==> src/rtl/integrate_dump.sv <==
`default_nettype none
// ============================================================================
// Module   : integrate_dump
// Purpose  : Six-lane integrate-and-dump for early/prompt/late I/Q correlator
//            products. Samples are summed until a C/A epoch or until
//            MAX_SAMPLES samples have been taken. The sums are then handed to
//            the loop filters through a one-deep valid/ready output register.
// Ports    : CLK, RST (async active-low)
//            sample_valid, epoch, in_{e,p,l}_{i,q}     - sample input side
//            out_{e,p,l}_{i,q}, out_count, out_valid   - held dump
//            out_ready                                 - consumer accept
//            overrun, timeout                          - one-cycle pulses
//            sat_flag                                  - clip seen in held dump
// Config   : INTEGRATE_DUMP_SATURATE_EN - clamp accumulators on overflow and
//            report clipping on sat_flag. When the macro is undefined the
//            accumulators wrap and sat_flag is tied to 0.
// Revision : 1.0 - initial release
// ============================================================================
module integrate_dump #(
  parameter int IN_W        = 16,
  parameter int ACC_W       = 32,
  parameter int MAX_SAMPLES = 16368,
  parameter int CNT_W       = 16
) (
  input  logic             CLK,
  input  logic             RST,
  input  logic             sample_valid,
  input  logic             epoch,
  input  logic [IN_W-1:0]  in_e_i,
  input  logic [IN_W-1:0]  in_e_q,
  input  logic [IN_W-1:0]  in_p_i,
  input  logic [IN_W-1:0]  in_p_q,
  input  logic [IN_W-1:0]  in_l_i,
  input  logic [IN_W-1:0]  in_l_q,
  output logic [ACC_W-1:0] out_e_i,
  output logic [ACC_W-1:0] out_e_q,
  output logic [ACC_W-1:0] out_p_i,
  output logic [ACC_W-1:0] out_p_q,
  output logic [ACC_W-1:0] out_l_i,
  output logic [ACC_W-1:0] out_l_q,
  output logic [CNT_W-1:0] out_count,
  output logic             out_valid,
  input  logic             out_ready,
  output logic             overrun,
  output logic             timeout,
  output logic             sat_flag
);

  localparam int c_lanes = 6;

  // Lane order: e_i, e_q, p_i, p_q, l_i, l_q
  logic        [IN_W-1:0]  w_in   [c_lanes];
  logic signed [ACC_W-1:0] w_sum  [c_lanes];
  logic signed [ACC_W-1:0] r_acc  [c_lanes];
  logic        [ACC_W-1:0] r_out  [c_lanes];
  logic        [CNT_W-1:0] r_cnt;
  logic        [CNT_W-1:0] w_cnt_inc;
  logic        [CNT_W-1:0] r_out_count;
  logic                    r_out_valid;
  logic                    r_overrun;
  logic                    r_timeout;
  logic                    w_limit;
  logic                    w_dump;

  assign w_in[0] = in_e_i;
  assign w_in[1] = in_e_q;
  assign w_in[2] = in_p_i;
  assign w_in[3] = in_p_q;
  assign w_in[4] = in_l_i;
  assign w_in[5] = in_l_q;

  // The limit sample itself is part of the period, so the dump fires when the
  // counter already holds MAX_SAMPLES-1 and one more sample arrives.
  assign w_limit   = sample_valid && (r_cnt == CNT_W'(MAX_SAMPLES - 1));
  assign w_dump    = epoch || w_limit;
  assign w_cnt_inc = r_cnt + CNT_W'(sample_valid);

`ifdef INTEGRATE_DUMP_SATURATE_EN
  logic [c_lanes-1:0] w_clip;
  logic               r_sticky;
  logic               r_sat_flag;
`endif

  // Per-lane next-sum. A non-valid cycle adds zero, so w_sum is always the
  // value the accumulator would take (and the value to dump) this cycle.
  for (genvar k = 0; k < c_lanes; k++) begin : g_lane
    logic signed [ACC_W-1:0] w_addend;
    assign w_addend = sample_valid ? ACC_W'($signed(w_in[k])) : '0;
`ifdef INTEGRATE_DUMP_SATURATE_EN
    localparam logic [ACC_W-1:0] c_acc_max = {1'b0, {(ACC_W-1){1'b1}}};
    localparam logic [ACC_W-1:0] c_acc_min = {1'b1, {(ACC_W-1){1'b0}}};
    logic [ACC_W:0] w_wide;
    assign w_wide    = {r_acc[k][ACC_W-1], r_acc[k]} + {w_addend[ACC_W-1], w_addend};
    // One guard bit: overflow shows as the two top bits disagreeing, and the
    // guard bit then carries the true sign of the result.
    assign w_clip[k] = w_wide[ACC_W] ^ w_wide[ACC_W-1];
    assign w_sum[k]  = !w_clip[k]    ? w_wide[ACC_W-1:0] :
                       w_wide[ACC_W] ? c_acc_min : c_acc_max;
`else
    assign w_sum[k]  = r_acc[k] + w_addend;
`endif
  end

  always_ff @(posedge CLK or negedge RST) begin
    if (!RST) begin
      for (int k = 0; k < c_lanes; k++) begin
        r_acc[k] <= '0;
        r_out[k] <= '0;
      end
      r_cnt       <= '0;
      r_out_count <= '0;
      r_out_valid <= 1'b0;
      r_overrun   <= 1'b0;
      r_timeout   <= 1'b0;
    end else if (w_dump) begin
      for (int k = 0; k < c_lanes; k++) begin
        r_out[k] <= w_sum[k];
        r_acc[k] <= '0;
      end
      r_cnt       <= '0;
      r_out_count <= w_cnt_inc;
      r_out_valid <= 1'b1;
      // A dump landing in the same cycle the consumer takes the old one is a
      // clean hand-over, not an overrun.
      r_overrun   <= r_out_valid && !out_ready;
      r_timeout   <= w_limit && !epoch;
    end else begin
      for (int k = 0; k < c_lanes; k++) begin
        r_acc[k] <= w_sum[k];
      end
      r_cnt     <= w_cnt_inc;
      r_overrun <= 1'b0;
      r_timeout <= 1'b0;
      if (out_ready) begin
        r_out_valid <= 1'b0;
      end
    end
  end

`ifdef INTEGRATE_DUMP_SATURATE_EN
  // Sticky clip bit covers the whole period, including the dumped sample.
  always_ff @(posedge CLK or negedge RST) begin
    if (!RST) begin
      r_sticky   <= 1'b0;
      r_sat_flag <= 1'b0;
    end else if (w_dump) begin
      r_sticky   <= 1'b0;
      r_sat_flag <= r_sticky || (|w_clip);
    end else begin
      r_sticky   <= r_sticky || (|w_clip);
    end
  end
  assign sat_flag = r_sat_flag;
`else
  assign sat_flag = 1'b0;
`endif

  assign out_e_i   = r_out[0];
  assign out_e_q   = r_out[1];
  assign out_p_i   = r_out[2];
  assign out_p_q   = r_out[3];
  assign out_l_i   = r_out[4];
  assign out_l_q   = r_out[5];
  assign out_count = r_out_count;
  assign out_valid = r_out_valid;
  assign overrun   = r_overrun;
  assign timeout   = r_timeout;

endmodule
`default_nettype wire

==> config.mk <==
export PLATFORM = sky130hd
export DESIGN_NAME = integrate_dump
export DESIGN_NICKNAME = d
export VERILOG_FILES = /design/src/rtl/integrate_dump.sv
export SDC_FILE = /design/constraint.sdc
export NUM_CORES = 1
export LEC_CHECK = 0
export CAP_MARGIN = 20
export CORE_MARGIN = 5
export CORE_UTILIZATION = 43
export CTS_CLUSTER_DIAMETER = 150
export DETAILED_ROUTE_END_ITERATION = 10
export SETUP_SLACK_MARGIN = 0.3
export SYNTH_ARGS = -nofsm -noshare
export SYNTH_HDL_FRONTEND = slang
export SYNTH_SLANG_ARGS = --single-unit
==> constraint.sdc <==
create_clock -name CLK -period 8 [get_ports CLK]
set_input_delay 1.2 -clock CLK [delete_from_list [all_inputs] [get_ports CLK]]
set_output_delay 1.2 -clock CLK [all_outputs]
set_load 0.005 [all_outputs]
After elaboration in Yosys (flattened, before gate mapping)
Cells that the tools add are included.
{"block": "totals", "ff_bits": 419, "in_bits": 101, "wordCells": 44}
{"block": "op_classes", "addsub": 7, "n_eq_ne": 1, "n_mux": 12, "reduce_logical": 7}
{"cell": "32-bit adder", "n": 6}
{"cell": "192-bit two-way mux", "n": 1}
{"cell": "32-bit two-way mux", "n": 6}
{"cell": "16-bit by 1-bit adder with 16-bit output", "n": 1}
{"cell": "16-bit by 14-bit == test with 1-bit output, second input constant", "n": 1}
{"cell": "16-bit two-way mux", "n": 1}
{"cell": "1-bit two-way mux", "n": 4}
{"cell": "1-bit logical AND", "n": 3}
{"cell": "1-bit zero test", "n": 2}
{"cell": "2-bit nonzero test", "n": 1}
{"cell": "1-bit logical OR", "n": 1}

Longest topological paths before layout
Gate-level depths: netlist of the first run.
{"block": "logic_depth", "ltp_word": 4, "depth_mapped": 16}

Least setup slack after synthesis of the first run
Ideal clock, no wire load.
{"block": "synth_path", "path_kind": "input to register", "start": "input sample_valid", "end": "register r_out, in the netlist out_e_q[24]", "setup_ns": 0.132, "arrival_time_ns": 4.398, "slack_ns": 3.470, "cell_stages": 15, "n_path_buf": 4, "cell_sequence": "buf_2 buf_2 buf_2 clkbuf_1 and2_1 ha_1 fa_1 a211oi_1 o21ai_1 a41oi_1 o21ai_1 a21oi_2 mux2_2 xor2_1 o21ai_1"}
{"block": "synth_between", "elab_chain_len": 2, "word_cells_on_any_way": 4, "classes_between": "1 x add/sub; 1 x mux; 2 x reduce/logical"}
{"item": "start: declaration", "line_no": "27", "source": "input logic sample_valid,"}
{"item": "32-bit two-way mux or 1-bit logical AND (tied branches)", "line_no": "88, 74"}
{"item": "32-bit adder or 1-bit logical OR (tied branches)", "line_no": "100, 75"}
{"item": "end signal: indexed assignment", "line_no": "117", "source": "r_out[k] <= w_sum[k];"}
{"item": "end: declaration", "line_no": "55", "source": "logic [ACC_W-1:0] r_out [c_lanes];"}
Parallel ways exist; a longest one is shown, timed or not.
A chain may end at the register's enable or synchronous reset.

Worst setup path after layout of the first run
{"block": "layout_path", "start": "input sample_valid", "end": "register r_out, in the netlist out_l_i[26]"}
Same word-level chain as after synthesis.

==> flow_summary_export.csv, run 1 <==
group,metric,value,unit
pwr,vdd_ir_drop_max,0.000142,V
timing,rsz0062_at_grt,"false",
outcome,status,"completed",
logic_synthesis,synth_nets,2963,
timing,setup_ws,3390,ps
job,maxCapViolations,0,
timing,min_period_over_period,57.7,%
setup_path,cp.required,8490,ps
logic_synthesis,synth_edf_count,0,
clock_network,clk_latency,600,ps
detailed_routing,dr.pass1.iters,6,
global_routing,grt-ovfl-total,0,
logic_synthesis,synth_cell_types,87,
cells_and_area,final_area,29400,sq um
logic_synthesis,synthArstFlopShare,100,%
min_path,hp-class,"reg -> reg",
clock_network,cts.clk_slew.worst_paths,60,ps
clock_network,hold_buffers,0,
logic_synthesis,ys_ff_latch,419,
clock_network,cts_setup_buffers,0,
setup_path,crit_fanout,71,
setup_path,end_kind,"flop",
detailed_routing,wl_per_cell,18.2,um
setup_path,criticalPathCategory,"in -> reg",
cells_and_area,fillers,5270,
clock_network,numCtsBuffers,47,
clock_network,cts-resized-gates,0,
placement,placed_area,27800,sq um
global_routing,grt_max_degree,170,
global_routing,grt_usage,21.7,%
floorplanning,io_pins,313,
timing,finalSetupTns,0,ps
logic_synthesis,avgSynthCellArea,8.77,sq um
timing,finClkSkew,26.1,ps
clock_network,cts.sinks,419,
setup_path,crit_arrival,5100,ps
timing,hold_viol,0,
placement,place.detailed.hpwl,49.5,mm
floorplanning,rows,87,
detailed_routing,drcViolationCount,0,
floorplanning,start_util,43.2,%
placement,gp_congestion,0.906,
timing,worst_pin_slew,1060,ps
placement,numPortBuffers,311,
cells_and_area,fin_cells,3766,
pwr,power.leakage,12.8,nW
timing,min_period,4610,ps
setup_path,worstSetupStartpointType,"input port",
global_routing,grt_pass1_wl,110,mm
detailed_routing,drt_iter0_markers,1443,
global_routing,antenna_found_initial,6,
placement,dp_slack,2780,ps
cells_and_area,drive_gt1_share,4.02,%
timing,slew_headroom,29.6,%
timing,setup_viol,0,
clock_network,htreeDepth,2,
timing,fmax,0.217,GHz
logic_synthesis,synth_area,24200,sq um
detailed_routing,wirelength,68.5,mm
logic_synthesis,synth_seq_area_share,43.3,%
pwr,power_density,248,nW/um^2
clock_network,clock_path_buffers,3,
detailed_routing,post_drt_via_cell_ratio,5.52,
timing,drv_slew,0,
logic_synthesis,synth-main-ff-cell,"dfrtp_1",
cells_and_area,final_util,52.5,%
clock_network,cts_tree,"yes",
floorplanning,coreArea,56100,sq um
cells_and_area,final_common_cell,"dfrtp_1",
clock_network,cts-root-buf,"clkbuf_16",
floorplanning,die_h,247,um
floorplanning,die_area,61200,sq um
logic_synthesis,ys_warn_count,0,
cells_and_area,synthToLayoutAreaGrowth,21.4,%
cells_and_area,final_cell_mix,"dfrtp_1, nor2_1, nand2_1, clkdlybuf4s50_1, a21oi_1",
detailed_routing,antenna_left,0,
global_routing,grt_pass1_vias,20265,
detailed_routing,vias,20781,
placement,dp_cells,3683,
cells_and_area,nNetsFinal,3175,
floorplanning,die_w,247,um
logic_synthesis,synthCells,2764,
==> report_power, final <==
group / switching [mW] / leakage, nW / internal (mW)
combinational: 1.10 / 6.50 / 1.04
clock: 0.896 / 0.795 / 1.40
sequential: 0.359 / 5.47 / 2.52
==> layer usage <==
metal | up-vias | global-route usage (%) | share of wire [%]
met5 | - | 0 | 0.13
met4 | 10 | 3.79 | 1.5
met3 | 88 | 5.43 | 6.4
met2 | 541 | 34.8 | 46
met1 | 10029 | 30.5 | 46
li1 | 10113 | - | -
==> cells in the mapped netlist (all sizes together), types with 14 or more instances <==
cell	n	share of area, %
a211oi	18	0.56
a21o	32	0.99
a21oi	156	3.2
a31oi	28	0.72
and2	136	3.5
and3	36	0.93
buf	35	0.72
clkbuf	124	1.9
dfrtp	419	43
ha	92	4.8
inv	29	0.45
mux2i	46	1.9
nand2	330	5.1
nand2b	16	0.41
nand3	80	1.7
nand4	33	0.85
nor2	366	5.7
nor3	67	1.4
nor4	26	0.67
o21a	18	0.56
o21ai	214	4.4
o31ai	15	0.51
or3	28	0.74
or4	14	0.45
xnor2	109	3.9
xor2	88	3.2
==> metrics by stage <==
stage          hold WS (ps)  power, mW
2_1_floorplan           463       4.03
3_3_place_gp            448       5.03
3_5_place_dp            457       5.05
4_1_cts                 472       7.39
5_1_grt                 491       7.76
6_report                464       7.31
==> final timing paths <==
kind	cells past startpoint	slack [ps]	to	from
max reg2reg	10	4520	r_acc[152]	r_acc[128]
min in group asynchronous	1	600	out_e_q[21]	RST
min reg2reg	2	460	out_p_q[0]	out_p_q[0]
min	2	460	out_p_q[0]	out_p_q[0]
max	12	3390	out_l_i[26]	sample_valid
max in group asynchronous	2	5810	out_l_i[28]	RST
==> critical path: stages <==
cell and delay [ps]:
buf_4 590, buf_4 520, and2_1 210, ha_1 260, a21oi_1 240, o21ai_1 170
o221ai_1 390, nand3b_1 390, a31o_2 360, a211o_1 290, and3b_1 190, o31ai_1 230
==> flip-flops by register name, indices dropped and copies added (netlist names) <==
register,flops
out_p_i,32
out_p_q,32
overrun,1
out_count,16
out_l_q,32
timeout,1
out_valid,1
out_e_q,32
r_acc,192
out_e_i,32
out_l_i,32
r_cnt,16
==> logic make-up (layout without fill, tap and decap cells) <==
group	after synthesis	in the layout	share of synthesized area (%)
compound gates	619	619	15.8
mux	49	49	2.04
other cells	1	2	0.0155
buf+inv	188	433	3.09
simple gates	1193	1193	23.4
flops	419	419	43.3
fa+ha+maj	98	98	5.25
xor+xnor	197	197	7.12
==> cell type report <==
class / count / area (sq um) / area share (%)
tap: 756 / 946 / 3.21
inverter: 29 / 109 / 0.370
clock buffer: 63 / 1340 / 4.55
sequential: 419 / 10500 / 35.6
antenna: 1 / 2.50 / 0.00850
clock inverter: 19 / 293 / 0.995
timing repair buffer: 322 / 3240 / 11.0
multi-input combinational: 2157 / 13000 / 44.2
Note: power is estimated with default switching activity, not from simulation.
==> run 2: changes to the inputs <==
==> constraint.sdc (replaced) <==
create_clock -name CLK -period 4.6 [get_ports CLK]
set_input_delay 0.69 -clock CLK [delete_from_list [all_inputs] [get_ports CLK]]
set_output_delay 0.69 -clock CLK [all_outputs]
set_load 0.005 [all_outputs]
==> run 2 against run 1 <==
  * Combinational power is 75% higher
  * Highest routed layer unchanged
  * Hold slack worse by 320 ps
  * Clock-buffer cell count is 3 higher
  * Sequential power is 74% higher
==> flow_summary_export.csv, run 2 (synthesis gave the netlist of run 1 again) <==
group,metric,value,unit
outcome,status,"completed",
detailed_routing,post_drt_via_cell_ratio,5.51,
job,maxCapViolations,0,
setup_path,r2r_slack,1360,ps
global_routing,grt-ovfl-total,0,
timing,drv_slew,0,
timing,min_period_over_period,78.0,%
min_path,hp-class,"in -> async",
clock_network,cts_setup_buffers,0,
timing,setup_viol,0,
pwr,power,12.9,mW
global_routing,grt_usage,22.3,%
setup_path,worstSetupStartpointType,"input port",
clock_network,numCtsBuffers,48,
cells_and_area,multi_input_area,13000,sq um
floorplanning,io_pins,313,
clock_network,cts-root-buf,"clkbuf_16",
setup_path,criticalPathCategory,"in -> reg",
global_routing,grt_pass1_wl,112,mm
timing,rsz0062_at_grt,"false",
setup_path,crit_slowest_cell,"buf_4",
floorplanning,coreArea,56100,sq um
placement,dp_slack,430,ps
placement,dp_cells,3705,
setup_path,worst_path_most_repeated_cell,"buf_4",
global_routing,antenna_found_initial,11,
timing,holdWs,147,ps
detailed_routing,dr.pass1.iters,5,
clock_network,htreeDepth,2,
cells_and_area,drive_gt1_share,4.94,%
clock_network,cts-resized-gates,0,
cells_and_area,nNetsFinal,3198,
placement,gp_congestion,0.895,
detailed_routing,antenna_left,0,
clock_network,hold_buffers,0,
setup_path,reg2regPathDepth,10,
placement,place.detailed.hpwl,51.5,mm
timing,slew_headroom,33.7,%
global_routing,grt_max_degree,94,
timing,finClkSkew,33.5,ps
floorplanning,die_w,247,um
setup_path,crit_path_start,"sample_valid",
setup_path,timing.rr.start,"r_acc[128]",
pwr,power.leakage,13.0,nW
cells_and_area,final_area,29800,sq um
floorplanning,die_area,61200,sq um
cells_and_area,synthToLayoutAreaGrowth,22.9,%
detailed_routing,wirelength,69.9,mm
setup_path,crit_fanout,63,
setup_path,crit_chain,"buf_4, buf_4, and2_1, ha_1, a211oi_1, o21a_1, o31a_1, o31ai_1, a311oi_2, mux2i_1, xor2_1, o21ai_1",
floorplanning,start_util,43.2,%
pwr,vdd_ir_drop_max,0.000343,V
cells_and_area,final_common_cell,"dfrtp_1",
floorplanning,die_h,247,um
cells_and_area,largest_reg_flops,192,
clock_network,cts_tree,"yes",
timing,fmax,0.279,GHz
setup_path,r2r-end,"out_e_q[24]",
detailed_routing,wl_per_cell,18.4,um
timing,finalSetupTns,0,ps
cells_and_area,largest_register,"r_acc",
pwr,power_density,433,nW/um^2
global_routing,grt_pass1_vias,20604,
cells_and_area,fin_cells,3799,
cells_and_area,final_util,53.1,%
clock_network,cts.sinks,419,
detailed_routing,drt_iter0_markers,1500,
setup_path,cp.required,5070,ps
timing,hold_viol,0,
setup_path,max_stage_delay,550,ps
cells_and_area,fillers,5175,
cells_and_area,seq_area,10500,sq um
clock_network,cts.clk_slew.worst_paths,60,ps
placement,placed_area,28100,sq um
clock_network,clk_latency,600,ps
timing,min_period,3590,ps
setup_path,critPathCapture,"out_p_i[28]",
clock_network,clock_path_buffers,3,
cells_and_area,final_cell_mix,"dfrtp_1, nor2_1, nand2_1, clkdlybuf4s50_1, a21oi_1",
floorplanning,rows,87,
timing,worst_pin_slew,993,ps
placement,numPortBuffers,311,
setup_path,end_kind,"flop",
detailed_routing,drcViolationCount,0,
setup_path,crit_arrival,4060,ps
timing,setup_ws,1010,ps
detailed_routing,vias,20931,
## run 2: area by class of cell
| cell class | instances | share of cell area, % |
|---|---|---|
| sequential | 419 | 35.2 |
| inverter | 29 | 0.365 |
| tap | 756 | 3.18 |
| clock inverter | 22 | 1.01 |
| timing repair buffer | 344 | 11.8 |
| multi-input combinational | 2157 | 43.7 |
| clock buffer | 66 | 4.74 |
| antenna | 6 | 0.0504 |
## run 2: per-layer routing
metal / wire, um / GRT usage, % / up-vias
met2: 31400 / 35.2 / 576
met3: 5040 / 5.62 / 127
li1: - / - / 10135
met5: 66 / 0 / -
met4: 1930 / 5.99 / 10
met1: 31500 / 30.8 / 10083
## run 2: worst max-delay path, delay by kind of cell
| family | cells | cell delay [ps] |
|---|---|---|
| multiplexers | 1 | 300 |
| XOR/XNOR | 1 | 210 |
| AO/OA/AOI/OAI | 6 | 1450 |
| adder cells (fa/ha/maj) | 1 | 280 |
| buffers and inverters | 2 | 890 |
| AND/OR/NAND/NOR | 1 | 150 |
## run 2: power breakdown
| part | internal, mW | switching, mW | total (mW) | leakage (nW) |
|---|---|---|---|---|
| Sequential | 4.38 | 0.642 | 5.02 | 5.47 |
| Combinational | 1.84 | 1.91 | 3.75 | 6.64 |
| Clock | 2.53 | 1.60 | 4.13 | 0.848 |
| Total | 8.75 | 4.15 | 12.9 | 13.0 |
## run 2: worst min path at each step
stage	from	end	slack, ps	depth (start not counted)
6_report	RST	r_acc[129]	150	1
5_1_grt	RST	out_e_q[5]	190	1
4_1_cts	RST	r_acc[129]	150	1
3_5_place_dp	out_l_i[1]	out_l_i[1]	460	2
3_3_place_gp	out_e_q[1]	out_e_q[1]	450	2
2_1_floorplan	RST	out_count[0]	390	0
